$ cat src/rtl/irq_ctrl.sv
// Vectored interrupt controller: per-channel edge/level capture, IO-mapped
// enable/pending/status/force registers, fixed or round-robin priority, req/ack/done handshake.
module irq_ctrl #(
  parameter int unsigned NUM_IRQ    = 4,
  parameter logic [7:0]  EDGE_MASK  = 8'h0F,
  parameter logic [15:0] VEC_BASE   = 16'h0004,
  parameter int unsigned VEC_STRIDE = 2,
  parameter bit          RR_EN      = 1'b0,
  parameter logic [7:0]  IO_BASE    = 8'h20
) (
  input  logic               clk,
  input  logic               reset,
  input  logic [NUM_IRQ-1:0] irq_in,
  output logic [NUM_IRQ-1:0] irq_clr,
  input  logic [7:0]         io_addr,
  input  logic [7:0]         io_wdata,
  input  logic               io_we,
  output logic [7:0]         io_rdata,
  input  logic               gie,
  output logic               irq_req,
  output logic [15:0]        irq_vector,
  input  logic               irq_ack,
  input  logic               irq_done
);

  localparam int unsigned IDX_W = 3;
  localparam int unsigned VEC_W = 16;
  localparam int unsigned IO_W  = 8;

  localparam logic [1:0] IDLE    = 2'd0;
  localparam logic [1:0] REQ     = 2'd1;
  localparam logic [1:0] SERVICE = 2'd2;

  localparam logic [NUM_IRQ-1:0] EDGE_SEL = EDGE_MASK[NUM_IRQ-1:0];

  logic [1:0]         state, stateNext;
  logic [NUM_IRQ-1:0] pending, pendingNext;
  logic [NUM_IRQ-1:0] enable, enableNext;
  logic [NUM_IRQ-1:0] irqPrev;
  logic [IDX_W-1:0]   activeIdx, activeIdxNext;
  logic [IDX_W-1:0]   rrPtr, rrPtrNext;
  logic               reqNext;
  logic [VEC_W-1:0]   vectorNext;
  logic [NUM_IRQ-1:0] clrNext;

  logic [NUM_IRQ-1:0] captureSet, swClear, swForce, ackMask, candidates;
  logic [IDX_W-1:0]   winIdx;
  logic               winFound;
  logic               selEnable, selPending, selStatus, selForce, busy;
  int                 arbPos;
  logic               unusedSink;

  assign unusedSink = ^{io_wdata, rrPtr};

  // Register window decode
  assign selEnable  = (io_addr == IO_BASE);
  assign selPending = (io_addr == IO_W'(IO_BASE + 8'd1));
  assign selStatus  = (io_addr == IO_W'(IO_BASE + 8'd2));
  assign selForce   = (io_addr == IO_W'(IO_BASE + 8'd3));

  assign busy       = (state == SERVICE);
  assign candidates = pending & enable;

  // Edge channels fire on 0->1 of the line, level channels whenever the line is high
  assign captureSet = irq_in & (~EDGE_SEL | ~irqPrev);
  assign swClear    = (io_we && selPending) ? io_wdata[NUM_IRQ-1:0] : '0;
  assign swForce    = (io_we && selForce)   ? io_wdata[NUM_IRQ-1:0] : '0;

  always_comb begin
    io_rdata = '0;
    if (selEnable)       io_rdata = IO_W'(enable);
    else if (selPending) io_rdata = IO_W'(pending);
    else if (selStatus)  io_rdata = {busy, 4'b0000, activeIdx};
  end

  // Winner search starts at rrPtr (round-robin) or at channel 0 (fixed)
  always_comb begin
    winFound = 1'b0;
    winIdx   = '0;
    arbPos   = 0;
    for (int k = 0; k < int'(NUM_IRQ); k++) begin
      arbPos = (RR_EN ? int'(rrPtr) : 0) + k;
      if (arbPos >= int'(NUM_IRQ)) arbPos = arbPos - int'(NUM_IRQ);
      for (int j = 0; j < int'(NUM_IRQ); j++) begin
        if (!winFound && candidates[j] && (arbPos == j)) begin
          winFound = 1'b1;
          winIdx   = IDX_W'(j);
        end
      end
    end
  end

  always_comb begin
    stateNext     = state;
    activeIdxNext = activeIdx;
    rrPtrNext     = rrPtr;
    reqNext       = irq_req;
    vectorNext    = irq_vector;
    clrNext       = '0;
    ackMask       = '0;
    enableNext    = (io_we && selEnable) ? io_wdata[NUM_IRQ-1:0] : enable;
    case (state)
      IDLE: begin
        if (gie && winFound) begin
          stateNext     = REQ;
          activeIdxNext = winIdx;
          reqNext       = 1'b1;
          vectorNext    = VEC_BASE + VEC_W'(VEC_STRIDE) * VEC_W'(winIdx);
        end
      end
      REQ: begin
        if (irq_ack) begin
          for (int i = 0; i < int'(NUM_IRQ); i++) begin
            if (activeIdx == IDX_W'(i)) ackMask[i] = 1'b1;
          end
          clrNext   = ackMask;
          rrPtrNext = (activeIdx == IDX_W'(NUM_IRQ - 1)) ? '0 : activeIdx + IDX_W'(1);
          reqNext   = 1'b0;
          stateNext = SERVICE;
        end
      end
      SERVICE: begin
        if (irq_done) stateNext = IDLE;
      end
      default: begin
        stateNext = IDLE;
        reqNext   = 1'b0;
      end
    endcase
    // New captures and forces win over software and acknowledge clears
    pendingNext = (pending & ~swClear & ~ackMask) | captureSet | swForce;
  end

  always_ff @(posedge clk or negedge reset) begin
    if (!reset) state <= IDLE;
    else        state <= stateNext;
  end

  always_ff @(posedge clk or negedge reset) begin
    if (!reset) begin
      pending    <= '0;
      enable     <= '0;
      irqPrev    <= '0;
      activeIdx  <= '0;
      rrPtr      <= '0;
      irq_req    <= 1'b0;
      irq_vector <= '0;
      irq_clr    <= '0;
    end else begin
      pending    <= pendingNext;
      enable     <= enableNext;
      irqPrev    <= irq_in;
      activeIdx  <= activeIdxNext;
      rrPtr      <= rrPtrNext;
      irq_req    <= reqNext;
      irq_vector <= vectorNext;
      irq_clr    <= clrNext;
    end
  end

endmodule
$ cat config.mk
export PLATFORM = sky130hd
export DESIGN_NAME = irq_ctrl
export DESIGN_NICKNAME = d
export VERILOG_FILES = /design/src/rtl/irq_ctrl.sv
export SDC_FILE = /design/constraint.sdc
export NUM_CORES = 1
export LEC_CHECK = 0
export CAP_MARGIN = 20
export CORE_AREA = 2 2 59 61
export CTS_BUF_LIST = sky130_fd_sc_hd__clkbuf_4 sky130_fd_sc_hd__clkbuf_8
export CTS_CLUSTER_DIAMETER = 30
export DETAILED_ROUTE_END_ITERATION = 10
export DIE_AREA = 0 0 61 63
export PLACE_DENSITY = 0.84
export SLEW_MARGIN = 10
export SYNTH_ARGS = -nofsm -noshare
export SYNTH_HDL_FRONTEND = slang
export SYNTH_SLANG_ARGS = --single-unit
$ cat constraint.sdc
create_clock -name clk -period 1.7 [get_ports clk]
set_input_delay 0.51 -clock clk [delete_from_list [all_inputs] [get_ports clk]]
set_output_delay 0.51 -clock clk [all_outputs]
set_load 0.02 [all_outputs]
==> results <==
registers in the layout (all words and copies together), names as in the netlist:
name and count:
enable 4, irqPrev 4, irq_clr 4, pending 4
irq_vector 2, state 2, activeIdx 1, irq_req 1
per-stage QoR:
step           area (um2)  instances
2_1_floorplan        1260        124
3_3_place_gp         1690        207
3_5_place_dp         1690        207
4_1_cts              1770        214
5_1_grt              1770        215
6_report             1770        215
worst max-delay path by stage:
stage	startpoint	to	slack (ns)	cells past startpoint
global route	io_addr[6]	io_rdata[2]	-0.32	6
detailed placement	io_addr[7]	io_rdata[7]	-1.11	5
floorplan	io_addr[7]	io_rdata[7]	-0.07	3
CTS	io_addr[6]	io_rdata[7]	-0.33	5
finish	io_addr[6]	io_rdata[2]	-0.27	6
global placement	io_addr[7]	io_rdata[7]	-1.06	5
critical path, delay by kind of cell:
kind	cells	cell delay (ns)
simple gates	3	0.57
buf+inv	3	0.37
what timing repair did:
action                     in CTS  in global routing
buffers inserted                3                  1
pin swaps                       5                  3
setup endpoints to repair      21                 11
gates resized for setup        66                  8
hold buffers                    0                  0
layout make-up:
class                   count  share of cell area (%)
multi-input cells          80                    33.5
clock buffers               4                    2.05
inverters                   3                   0.636
flip-flops and latches     22                    31.1
repair buffers             60                    29.5
well taps                  46                    3.25
power by group through the flow:
stage	logic (mW)	clock network, mW	registers [mW]
detailed placement	0.549	0	0.647
global route	0.557	0.323	0.644
finish	0.518	0.298	0.635
floorplan	0.207	0	0.723
global placement	0.535	0	0.640
CTS	0.524	0.299	0.635
cell families (layout without fill, tap and decap cells):
| group | Yosys count | in the layout | synth area share [%] |
|---|---|---|---|
| other cells | 1 | 16 | 0.324 |
| compound gates | 24 | 24 | 13.6 |
| buf+inv | 22 | 67 | 12.4 |
| flops | 22 | 22 | 47.6 |
| simple gates | 31 | 31 | 17.7 |
| mux | 9 | 9 | 8.32 |
per-layer routing:
layer / up-vias / wire, um
li1: 474 / -
met1: 499 / 1190
met2: 42 / 1590
met3: 7 / 126
met4: 0 / 48
met5: - / 0
layout by cell type, fill, tap and decap left out, drive strengths merged, types with 2 or more instances in the layout:
cell type,count
mux2i,4
nor2,10
inv,3
a21oi,7
dfrtp,22
clkbuf,8
mux2,5
dlygate4sd2,8
buf,34
conb,16
clkdlybuf4s50,13
a311o,4
a22oi,2
nor4b,2
nand2,3
nor3,3
nand4b,2
o21ai,7
nor2b,5
==> flow_summary.rst <==
.. list-table::
   :header-rows: 1

   * - Metric
     - Value
   * - TritonCTS buffer count
     - 3
   * - Setup slack after placement
     - -1.11 ns
   * - Worst Min Path Start
     - irq_req
   * - Power, Total
     - 1.45 mW
   * - Met1 track demand over resource in global routing
     - 20.6%
   * - Mapped Area
     - 1160 um2
   * - Top-level port count
     - 55
   * - Number of antenna repair diodes
     - 0
   * - CTS clock-pin slew for the worst setup and hold paths
     - 0.12 ns
   * - Required time reported for the critical path endpoint
     - 1.19 ns
   * - Overall via count from detail_route
     - 1,022
   * - Register cell area after layout
     - 551 um2
   * - Overall fraction of global-route tracks in use
     - 16.4%
   * - Port Buffers
     - 34
   * - Violations in the final reports
     - negative setup slack
   * - Top_reg_cell synth
     - sky130_fd_sc_hd__dfrtp_1
   * - Setup violators final
     - 9
   * - Count of standard-cell rows
     - 21
   * - Multi-input gate area in the final layout
     - 593 um2
   * - Biggest area contributors in the synthesized netlist
     - sky130_fd_sc_hd__dfrtp_1 48%, sky130_fd_sc_hd__buf_4 10%, sky130_fd_sc_hd__mux2_2 4.9%
   * - Clock sink total
     - 22
   * - Commonest cells in the synthesized netlist
     - 22 x sky130_fd_sc_hd__dfrtp_1, 16 x sky130_fd_sc_hd__buf_4, 10 x sky130_fd_sc_hd__nor2_1, 7 x sky130_fd_sc_hd__a21oi_1, 7 x sky130_fd_sc_hd__o21ai_0
   * - Clock root buffer
     - sky130_fd_sc_hd__clkbuf_4
   * - First-pass GRT wire length
     - 4750 um
   * - Core Footprint
     - 3230 um2
   * - Met3 usage in global routing
     - 1.24%
   * - Global routing met2 resource utilization
     - 28.6%
   * - Worst R2R Setup Slack
     - 0.13 ns
   * - Clock Tree Buf Depth
     - 2
   * - Setup repair after global routing missed its margin
     - true
   * - Result of the run
     - finished with violations
   * - Warning count from the yosys run
     - 0
   * - Maximum number of pins on one net before global-route repair
     - 23
   * - Number of enable flip-flop cells after synthesis
     - 0
   * - Final nets
     - 196
   * - Cell type with the highest occurrence count on the critical path
     - sky130_fd_sc_hd__buf_6
   * - Via count of the first global-routing pass
     - 1,025
   * - Busiest grt layer
     - met2
   * - Largest voltage drop on the vdd net
     - 0.000362 V
   * - Post-synth top area share
     - 47.6%
   * - Routability congestion estimate
     - 0.854
   * - Critical path class
     - in2out
   * - Half-perimeter wire length of the detailed placement result
     - 2250 um
   * - Post-route DRC violation count
     - 0
   * - CP max-delay cell
     - sky130_fd_sc_hd__nor4b_4
   * - Count of antenna-violating nets left after detailed routing
     - 0
   * - Maximum clock rate
     - 507 MHz
   * - Leading cell type by number of instances after synthesis
     - sky130_fd_sc_hd__dfrtp_1
   * - Least setup slack across all paths after layout
     - -0.270 ns
   * - Vertical extent of the die
     - 63 um
   * - Post-synthesis sequential area ratio
     - 47.6%
   * - Register bit total from synthesis
     - 22
   * - Syn_area_per_cell
     - 10.6 um2
   * - First-pass detailed-route iteration total
     - 5
   * - Wire length per cell after detailed routing
     - 13.8 um
   * - Final Skew
     - 0.00638 ns
   * - Antenna violations before repair
     - 0
   * - Switching fraction of total power
     - 33.5%
   * - Die ar.
     - 3840 um2
   * - Initial Util
     - 35.8%
   * - Critical path capture point type
     - output port
   * - Signal arrival time at the worst endpoint
     - 1.46 ns
   * - Worst-case hold slack
     - 0.491 ns
   * - Sum of routed wire length over all layers
     - 2960 um
   * - Leak
     - 0.845 nW
   * - Switching component of the power
     - 0.487 mW
   * - Type of the most critical hold path
     - reg2reg
   * - CP peak stage delay
     - 0.33 ns
   * - Power Density
     - 819 nW/um2
   * - Launch instance of the worst register-to-register path
     - enable[3]
   * - Unique masters post-synth
     - 30
   * - Post-DR vias/cell
     - 4.75
   * - Length in cells of the worst reg-to-reg path
     - 5
   * - Combinational share of power
     - 35.7%
   * - Series of cell instances along the critical path
     - buf_6, nor4b_4, nand2_4, buf_12, nor3_4, buf_6
   * - TritonCTS clock tree
     - yes
   * - Minimum clock period after layout
     - 1.97 ns
   * - Internal power of the cells
     - 0.964 mW
   * - Width of the die
     - 61 um
   * - Hold Fails Final Rpt
     - 0
   * - Final core occ
     - 54.8%
   * - WHS Endpoint
     - irq_req
   * - Fraction of final layout cells with drive strength greater than 1
     - 34.9%
   * - Startpoint kind of the worst setup timing path
     - primary input
   * - Number of design-rule violations left by the first detailed-router iteration
     - 31
   * - Final period util
     - 116%
   * - Pins Over Slew Limit
     - 0
   * - Relative area change from synthesis to final layout
     - 53.1%
   * - Share of flip-flops with an asynchronous set or reset after synthesis
     - 100%
   * - Worst flop-to-flop path endpoint
     - state[0]
   * - Source-to-sink clock delay at the later pin of the worst-skew pair
     - 0.31 ns
   * - Cells after synthesis
     - 109
   * - Sequential power share
     - 43.8%
   * - Portion of total power attributed to the clock network
     - 20.6%
   * - Number of maximum-capacitance violations
     - 0
   * - Filler cell count in the final layout
     - 293
   * - Cell count of the worst hold path
     - 1
   * - Crit Path Max Fanout
     - 3
   * - Dominant cell type by area after synthesis
     - sky130_fd_sc_hd__dfrtp_1
   * - Total grt overflow
     - 0
   * - Summed negative setup slack over all endpoints
     - -1.54 ns
   * - Count of H-tree levels built during CTS
     - 1
(Power assumes the default switching activity.)
